[src/rtl/imem_pkg.sv]
// Shared types for the instruction fetch path: FSM state names and the
// entry format carried through the fetch FIFO.
package imem_pkg;

    localparam int IMEM_ADDR_W = 10;

    typedef enum logic [1:0] {
        IDLE   = 2'd0,
        RUN    = 2'd1,
        DRAIN  = 2'd2,
        HALTED = 2'd3
    } fetch_state_e;

    typedef struct packed {
        logic [31:0]            instr;
        logic [IMEM_ADDR_W-1:0] pc;
    } fetch_entry_t;

endpackage

[src/rtl/fetch_fifo.sv]
// Small synchronous FIFO holding fetched words with their byte address.
// A flush empties it in one cycle and wins over push and pop.
module fetch_fifo
    import imem_pkg::*;
#(
    parameter int DEPTH = 2
) (
    input  logic                     clk,
    input  logic                     rstn,
    input  logic                     push,
    input  logic                     pop,
    input  logic                     flush,
    input  fetch_entry_t             wdata,
    output fetch_entry_t             head,
    output logic [$clog2(DEPTH):0]   count
);

    localparam int PTR_W = $clog2(DEPTH);
    localparam int CNT_W = PTR_W + 1;
    localparam logic [PTR_W-1:0] PTR_ONE = PTR_W'(1);
    localparam logic [CNT_W-1:0] CNT_ONE = CNT_W'(1);

    fetch_entry_t     store [DEPTH];
    logic [PTR_W-1:0] wptr;
    logic [PTR_W-1:0] rptr;

    // Pointers and occupancy; DEPTH is a power of two so pointers wrap naturally.
    always_ff @(posedge clk) begin
        if (!rstn || flush) begin
            wptr  <= '0;
            rptr  <= '0;
            count <= '0;
        end else begin
            if (push) wptr <= wptr + PTR_ONE;
            if (pop)  rptr <= rptr + PTR_ONE;
            case ({push, pop})
                2'b10:   count <= count + CNT_ONE;
                2'b01:   count <= count - CNT_ONE;
                default: count <= count;
            endcase
        end
    end

    // Storage is cleared on reset so the head reads as zero until the first fetch.
    always_ff @(posedge clk) begin
        if (!rstn) begin
            for (int i = 0; i < DEPTH; i++) store[i] <= '0;
        end else if (push && !flush) begin
            store[wptr] <= wdata;
        end
    end

    assign head = store[rptr];

endmodule

[src/rtl/imem_fetch_ctrl.sv]
// Fetch sequencer: owns the PC, requests words from a combinational-read
// instruction memory behind an arbiter, buffers them, and hands them to
// decode. Redirects flush the buffer and retarget the PC; halt drains it.
module imem_fetch_ctrl
    import imem_pkg::*;
#(
    parameter int                ADDR_W   = IMEM_ADDR_W,
    parameter int                DEPTH    = 2,
    parameter logic [ADDR_W-1:0] RESET_PC = '0
) (
    input  logic              clk,
    input  logic              rstn,
    output logic              imem_req,
    input  logic              imem_gnt,
    output logic [31:0]       imem_addr,
    input  logic [31:0]       imem_rdata,
    input  logic              redir_valid,
    input  logic [ADDR_W-1:0] redir_pc,
    input  logic              halt_req,
    output logic              dec_valid,
    input  logic              dec_ready,
    output logic [31:0]       dec_instr,
    output logic [ADDR_W-1:0] dec_pc,
    output logic              halted,
    output logic              misalign_err
);

    localparam logic [1:0] ST_IDLE   = IDLE;
    localparam logic [1:0] ST_RUN    = RUN;
    localparam logic [1:0] ST_DRAIN  = DRAIN;
    localparam logic [1:0] ST_HALTED = HALTED;

    localparam int CNT_W = $clog2(DEPTH) + 1;
    localparam logic [CNT_W-1:0]  FULL    = CNT_W'(DEPTH);
    localparam logic [ADDR_W-1:0] PC_STEP = ADDR_W'(4);

    logic [1:0]        state;
    logic [1:0]        state_nxt;
    logic [ADDR_W-1:0] pc;
    logic [CNT_W-1:0]  count;
    logic              fetch_fire;
    logic              pop;
    fetch_entry_t      push_entry;
    fetch_entry_t      head;

    // The request only looks at registered occupancy, so decode readiness never reaches the memory port combinationally.
    assign imem_req   = (state == ST_RUN) && (count < FULL) && !halt_req;
    assign fetch_fire = imem_req && imem_gnt && !redir_valid;
    assign dec_valid  = (count != '0);
    assign pop        = dec_valid && dec_ready && !redir_valid;
    assign imem_addr  = {{(32-ADDR_W){1'b0}}, pc};
    assign dec_instr  = head.instr;
    assign dec_pc     = head.pc;
    assign halted     = (state == ST_HALTED);
    assign push_entry = '{instr: imem_rdata, pc: pc};

    fetch_fifo #(.DEPTH(DEPTH)) u_fifo (
        .clk   (clk),
        .rstn  (rstn),
        .push  (fetch_fire),
        .pop   (pop),
        .flush (redir_valid),
        .wdata (push_entry),
        .head  (head),
        .count (count)
    );

    // Next-state logic; a redirect while draining abandons the drain and parks the fetcher.
    always_comb begin
        state_nxt = state;
        case (state)
            ST_IDLE:   state_nxt = ST_RUN;
            ST_RUN:    if (halt_req) state_nxt = ST_DRAIN;
            ST_DRAIN: begin
                if (redir_valid)       state_nxt = ST_HALTED;
                else if (!halt_req)    state_nxt = ST_RUN;
                else if (count == '0)  state_nxt = ST_HALTED;
            end
            ST_HALTED: if (redir_valid && !halt_req) state_nxt = ST_RUN;
            default:   state_nxt = ST_IDLE;
        endcase
    end

    // State register.
    always_ff @(posedge clk) begin
        if (!rstn) state <= ST_IDLE;
        else       state <= state_nxt;
    end

    // PC: a redirect wins over the sequential advance; low bits are forced to word alignment.
    always_ff @(posedge clk) begin
        if (!rstn)            pc <= RESET_PC;
        else if (redir_valid) pc <= {redir_pc[ADDR_W-1:2], 2'b00};
        else if (fetch_fire)  pc <= pc + PC_STEP;
    end

    // Sticky flag for any redirect target that was not word aligned.
    always_ff @(posedge clk) begin
        if (!rstn)                                   misalign_err <= 1'b0;
        else if (redir_valid && (redir_pc[1:0] != 2'b00)) misalign_err <= 1'b1;
    end

endmodule

[config.mk]
export PLATFORM = sky130hd
export DESIGN_NAME = imem_fetch_ctrl
export DESIGN_NICKNAME = d
export VERILOG_FILES = /design/src/rtl/imem_pkg.sv /design/src/rtl/fetch_fifo.sv /design/src/rtl/imem_fetch_ctrl.sv
export SDC_FILE = /design/constraint.sdc
export NUM_CORES = 1
export LEC_CHECK = 0
export ABC_CLOCK_PERIOD_IN_PS = 5100
export CORE_MARGIN = 4
export CORE_UTILIZATION = 48
export DETAILED_ROUTE_END_ITERATION = 10
export PLACE_DENSITY = 0.8
export SETUP_SLACK_MARGIN = 0.3
export SLEW_MARGIN = 5
export SYNTH_ARGS = -nofsm -noshare
export SYNTH_HDL_FRONTEND = slang
export SYNTH_SLANG_ARGS = --single-unit
[constraint.sdc]
create_clock -name clk -period 5.1 [get_ports clk]
set_input_delay 0.765 -clock clk [delete_from_list [all_inputs] [get_ports clk]]
set_output_delay 0.765 -clock clk [all_outputs]
set_load 0.05 [all_outputs]
# Word-level counts from Yosys, hierarchy flattened
# Memories as Yosys holds them, arrays and structs flattened. A register that Yosys moved wholly into a read port is not among the register bits.
# Cells that the tools add are included.
[classes]
eq_ne = 8
n_bitwise = 1
add_sub_neg = 5
reduce_logical = 22
shifts = 0
magnitude_cmp = 1
muxes = 18
mul = 0
n_div = 0
[ops]
columns = ["operator", "n"]
rows = [
  ["2-to-1 mux 42 bit", 1],
  ["OR reduction 42 bit", 1],
  ["2-to-1 mux 10 bit", 2],
  ["adder 10 x 3 -> 10 bit, second input constant", 1],
  ["2-to-1 mux 2 bit", 5],
  ["logical AND 1 bit", 9],
  ["2-to-1 mux 1 bit", 8],
  ["case mux 2 bit (4 select lines)", 1],
  ["nonzero test 2 bit", 4],
  ["equality test 2 bit, second input constant", 3],
  ["equality test 2 x 1 -> 1 bit, second input constant", 2],
  ["zero test 2 bit", 2],
  ["inequality test 4 bit, second input constant", 1],
  ["case mux 2 bit (2 select lines)", 1],
  ["zero test 1 bit", 3],
  ["AND reduction 3 bit", 1],
  ["adder 1 bit, second input constant", 2],
  ["adder 2 x 1 -> 2 bit, second input constant", 1],
  ["less-than comparator 2 bit, second input constant", 1],
  ["inequality test 2 x 1 -> 1 bit, second input constant", 1],
  ["inequality test 2 bit, second input constant", 1],
  ["OR reduction 2 bit", 1],
  ["subtractor 2 x 1 -> 2 bit, second input constant", 1],
  ["logical OR 1 bit", 1],
  ["NOT 1 bit", 1],
]
[word_totals]
mem_count = 1
latchBits = 0
out_inout_bits = 78
mem_bits_ro = 0
regBits = 17
inputBits = 48
mem_bits_rw = 84
word_cells = 63
[memory_table]
columns = ["name", "depth", "width", "read_ports", "rd_clocked_by_memory_dff", "wr", "line", "text"]
rows = [
  ["u_fifo.store", 2, 42, 1, 1, 2, "fetch_fifo.sv:23", "fetch_entry_t store [DEPTH];"],
]

# Depth between registers and ports, before layout
[logic_depth]
depth_word = 11
mapped_depth = 9
mapped_depth_nobuf = 8

# Hierarchy
# Synthesis repeated with hierarchy kept, for this count alone.
[unflattened]
cells_unflattened = 372
area_unflattened_um2 = 4784.6
[by_module_without_submodules]
columns = ["module", "n_inst", "area_per_inst_um2", "seq_area_each_um2", "cells_each"]
rows = [
  ["fetch_fifo", 1, 3873.7, 2622.5, 258],
  ["imem_fetch_ctrl", 1, 910.9, 220.2, 114],
]

# Worst setup path before layout
# OpenSTA, ideal clock, no wires.
[synth_timing]
kind = "input port to flip-flop"
start = "input halt_req"
end = "memory u_fifo.store[0][10] (netlist name) (enable)"
required_ps = 4607
path_buffers = 0
setup_slack_ps = 575
path_stages = 3
t_arrival_ps = 4032
cell_sequence = "and4bb_1 nand2b_1 o21ai_0"
[synth_rtl]
columns = ["element", "line", "text"]
rows = [
  ["from (decl)", "imem_fetch_ctrl.sv:19", "input logic halt_req,"],
  ["to (decl)", "fetch_fifo.sv:23", ""],
]

==> results.py <==
metrics = {
    "flow_run": {
        "max-cap-violations": 0,
    },
    "global_route": {
        "grt-ovfl-total": 0,
        "grt_usage_pct": 15.9,
        "antenna_found_initial": 0,
        "grt_util_met3_pct": 5.96,
        "grt_max_degree": 42,
        "grt-busiest-layer": "met2",
        "grt_use_met2_pct": 25.6,
        "grt_pass1_wl_mm": 13.7,
        "grt_pass1_vias": 2734,
        "grt.met1_usage_pct": 19.8,
    },
    "synthesis": {
        "synth-seq-cells": 96,
        "netlist_instances": 338,
        "ys_warn_count": 0,
        "syn_area_um2": 4460,
        "avgSynthCellArea_um2": 13.2,
        "synth_cell_types": 31,
        "synth-seq-area-share_pct": 61.0,
    },
    "layout": {
        "area.growth.synth_to_final_pct": 25.4,
        "layout.nets": 486,
        "drive_gt1_share_pct": 13.7,
        "num_antenna_cells": 0,
    },
    "floorplan": {
        "std_cell_rows": 34,
        "start_util_pct": 50.2,
        "die_area_um2": 10900,
        "ios": 126,
        "core_area_um2": 8890,
        "die_h_um": 104,
        "die_w_um": 104,
    },
    "timing": {
        "finalHoldViolCount": 0,
        "period_share_pct": 64.4,
        "setup_tns_ns": 0,
        "skew_ns": 0.00812,
        "rsz0062_at_grt": "false",
        "tightest_slew_ns": 1.01,
        "whs_ns": 0.490,
        "setup_viol": 0,
        "max_freq_mhz": 304,
        "drv_slew": 0,
        "fin_crit_ns": 3.28,
        "slew_headroom_pct": 32.6,
    },
    "cts": {
        "clk_pin_slew_ns": 0.09,
        "cts_made_buffers": 9,
        "clk_path_buf_depth": 2,
        "htree_levels": 3,
        "root_buffer": "clkbuf_8",
        "cts_tree": "yes",
        "insertion_delay_ns": 0.36,
        "cts_setup_buffers": 0,
        "ctsHoldBuffers": 0,
        "postCtsResizedCells": 0,
        "cts_sinks": 96,
    },
    "setup_path": {
        "r2r_cells": 4,
        "cp_max_fo": 40,
        "required_ns": 4.34,
        "worstSetupStartpointType": "flip-flop",
        "path_cells": "mux2_2 > clkdlybuf4s50_1",
        "crit_type": "flip-flop to primary output",
        "cp.arrival_ns": 2.52,
        "worst-path-buf-inv": 1,
        "crit_family": "flip-flops",
        "path_depth": 2,
        "cp_slowest_stage_delay_ns": 1.00,
        "cp-end-kind": "primary output",
        "crit_slowest_cell": "dfxtp_2",
    },
    "placement": {
        "gpl.final_weighted_congestion": 0.817,
        "io_buffers": 99,
        "hpwl_mm": 5.72,
    },
    "worst_hold_path": {
        "hold_path_class": "flip-flop to flip-flop",
        "whs_path_depth": 1,
    },
    "route": {
        "postRouteAntennaNets": 0,
        "first_pass_iters": 4,
        "wire_per_inst_um": 16.0,
        "vias": 2741,
        "drt-initial-drc-count": 91,
        "drc_errors": 0,
        "totalWireLength_mm": 8.75,
        "vias_per_cell": 5.02,
    },
    "pwr": {
        "power_density_nw_per_um2": 288,
        "p_leak_uw": 0.00210,
        "peakVddDrop_uv": 144,
    },
    "status": {
        "outcome": "completed",
    },
}
==> routing by layer <==
layer | wire length, um | up-vias
met5 | 0 | -
met4 | 92 | 0
met3 | 805 | 9
met2 | 4090 | 112
met1 | 3760 | 1307
li1 | - | 1313
==> cells in the mapped netlist, drive strengths merged <==
library cell | number | area [um2]
and2 | 80 | 500
and4bb | 1 | 12.5
buf | 32 | 231
xor2 | 8 | 70.1
ha | 5 | 62.6
o21ai | 13 | 65.1
edfxtp | 80 | 2400
mux2i | 3 | 30.0
o21a | 2 | 15.0
nor2 | 9 | 36.3
or3 | 1 | 6.26
mux2 | 40 | 450
xnor2 | 2 | 17.5
conb | 1 | 3.75
and3 | 2 | 12.5
nand2 | 5 | 18.8
nor2b | 1 | 6.26
inv | 4 | 15.0
dfxtp | 16 | 320
nand3 | 2 | 10.0
o2111ai | 1 | 8.76
nand2b | 5 | 31.3
clkbuf | 10 | 47.6
a21oi | 9 | 45.0
and4 | 1 | 11.3
nand4 | 5 | 31.3
==> through the flow <==
stage | util, % | setup slack (ns) | cell area, um2 | total power (uW) | instances
6_report | 62.9 | 1.82 | 5600 | 1610 | 546
4_1_cts | 62.9 | 1.79 | 5600 | 1620 | 546
3_3_place_gp | 61.1 | 1.45 | 5430 | 1200 | 530
5_1_grt | 62.9 | 1.62 | 5600 | 1670 | 546
3_5_place_dp | 61.1 | 1.41 | 5430 | 1200 | 530
2_1_floorplan | - | 0.575 | 4560 | 1110 | 363
==> flip-flops by register name, indices dropped and copies added, names as in the netlist, named ones only <==
signal	cells
u_fifo.wptr	1
u_fifo.rptr	1
u_fifo.count	2
state	2
pc	8
misalign_err	1
u_fifo.store	80
==> kinds of logic after synthesis <==
| family | count (synthesis) | synth area share [%] |
|---|---|---|
| AND/OR/NAND/NOR | 112 | 15.2 |
| flip-flops | 96 | 61.0 |
| buffers and inverters | 46 | 6.59 |
| multiplexers | 43 | 10.8 |
| AO/OA/AOI/OAI | 25 | 3.00 |
| XOR/XNOR | 10 | 1.96 |
| adder cells (fa/ha/maj) | 5 | 1.40 |
| other | 1 | 0.0840 |
==> area by class of cell <==
class                   count  area, um2
clock buffers               9        124
clock inverters             7       38.8
inverters                   4       15.0
repair buffers            101       1010
flip-flops and latches     96       2720
multi-input cells         221       1550
fillers                   701       3300
well taps                 108        135
==> cell usage in the layout, fill, tap and decap left out, types with 2 or more instances in the layout <==
cell             instances
clkdlybuf4s50_1         99
and2_1                  80
edfxtp_1                80
mux2_2                  40
conb_1                  26
dfxtp_1                 15
o21ai_0                 11
a21oi_1                  9
clkbuf_8                 9
nor2_1                   8
xor2_1                   8
nand2_1                  5
nand4_1                  5
ha_1                     5
inv_1                    4
nand2b_1                 4
mux2i_1                  3
clkinvlp_4               3
clkinv_1                 3
xnor2_1                  2
nand3_1                  2
and3_1                   2
o21a_1                   2
buf_4                    2
==> worst reg2reg max path, cell delays in order (launching register included) <==
cell      delay (ns)
dfxtp_1         0.40
ha_1            0.22
and4bb_1        0.51
and4_4          0.54
nand2b_2        0.87
==> report_power, final <==
group	internal [uW]	leakage (uW)	total (uW)	switching, uW
registers	882	0.000960	900	17.7
logic	97.6	0.00106	283	185
clock network	171	0.0000738	430	258
==> path summary, 6_finish.rpt <==
path | from | endpoint | slack [ns]
max | flip-flop | dec_instr[0] | 1.82
min | misalign_err$_SDFFE_PN0P_ | misalign_err$_SDFFE_PN0P_ | 0.49
max reg2reg | state[0]$_SDFFE_PN0P_ | u_fifo.store[1][7]$_SDFFCE_PN0P_ | 2.17
min reg2reg | misalign_err$_SDFFE_PN0P_ | misalign_err$_SDFFE_PN0P_ | 0.49
(Power assumes the default switching activity.)
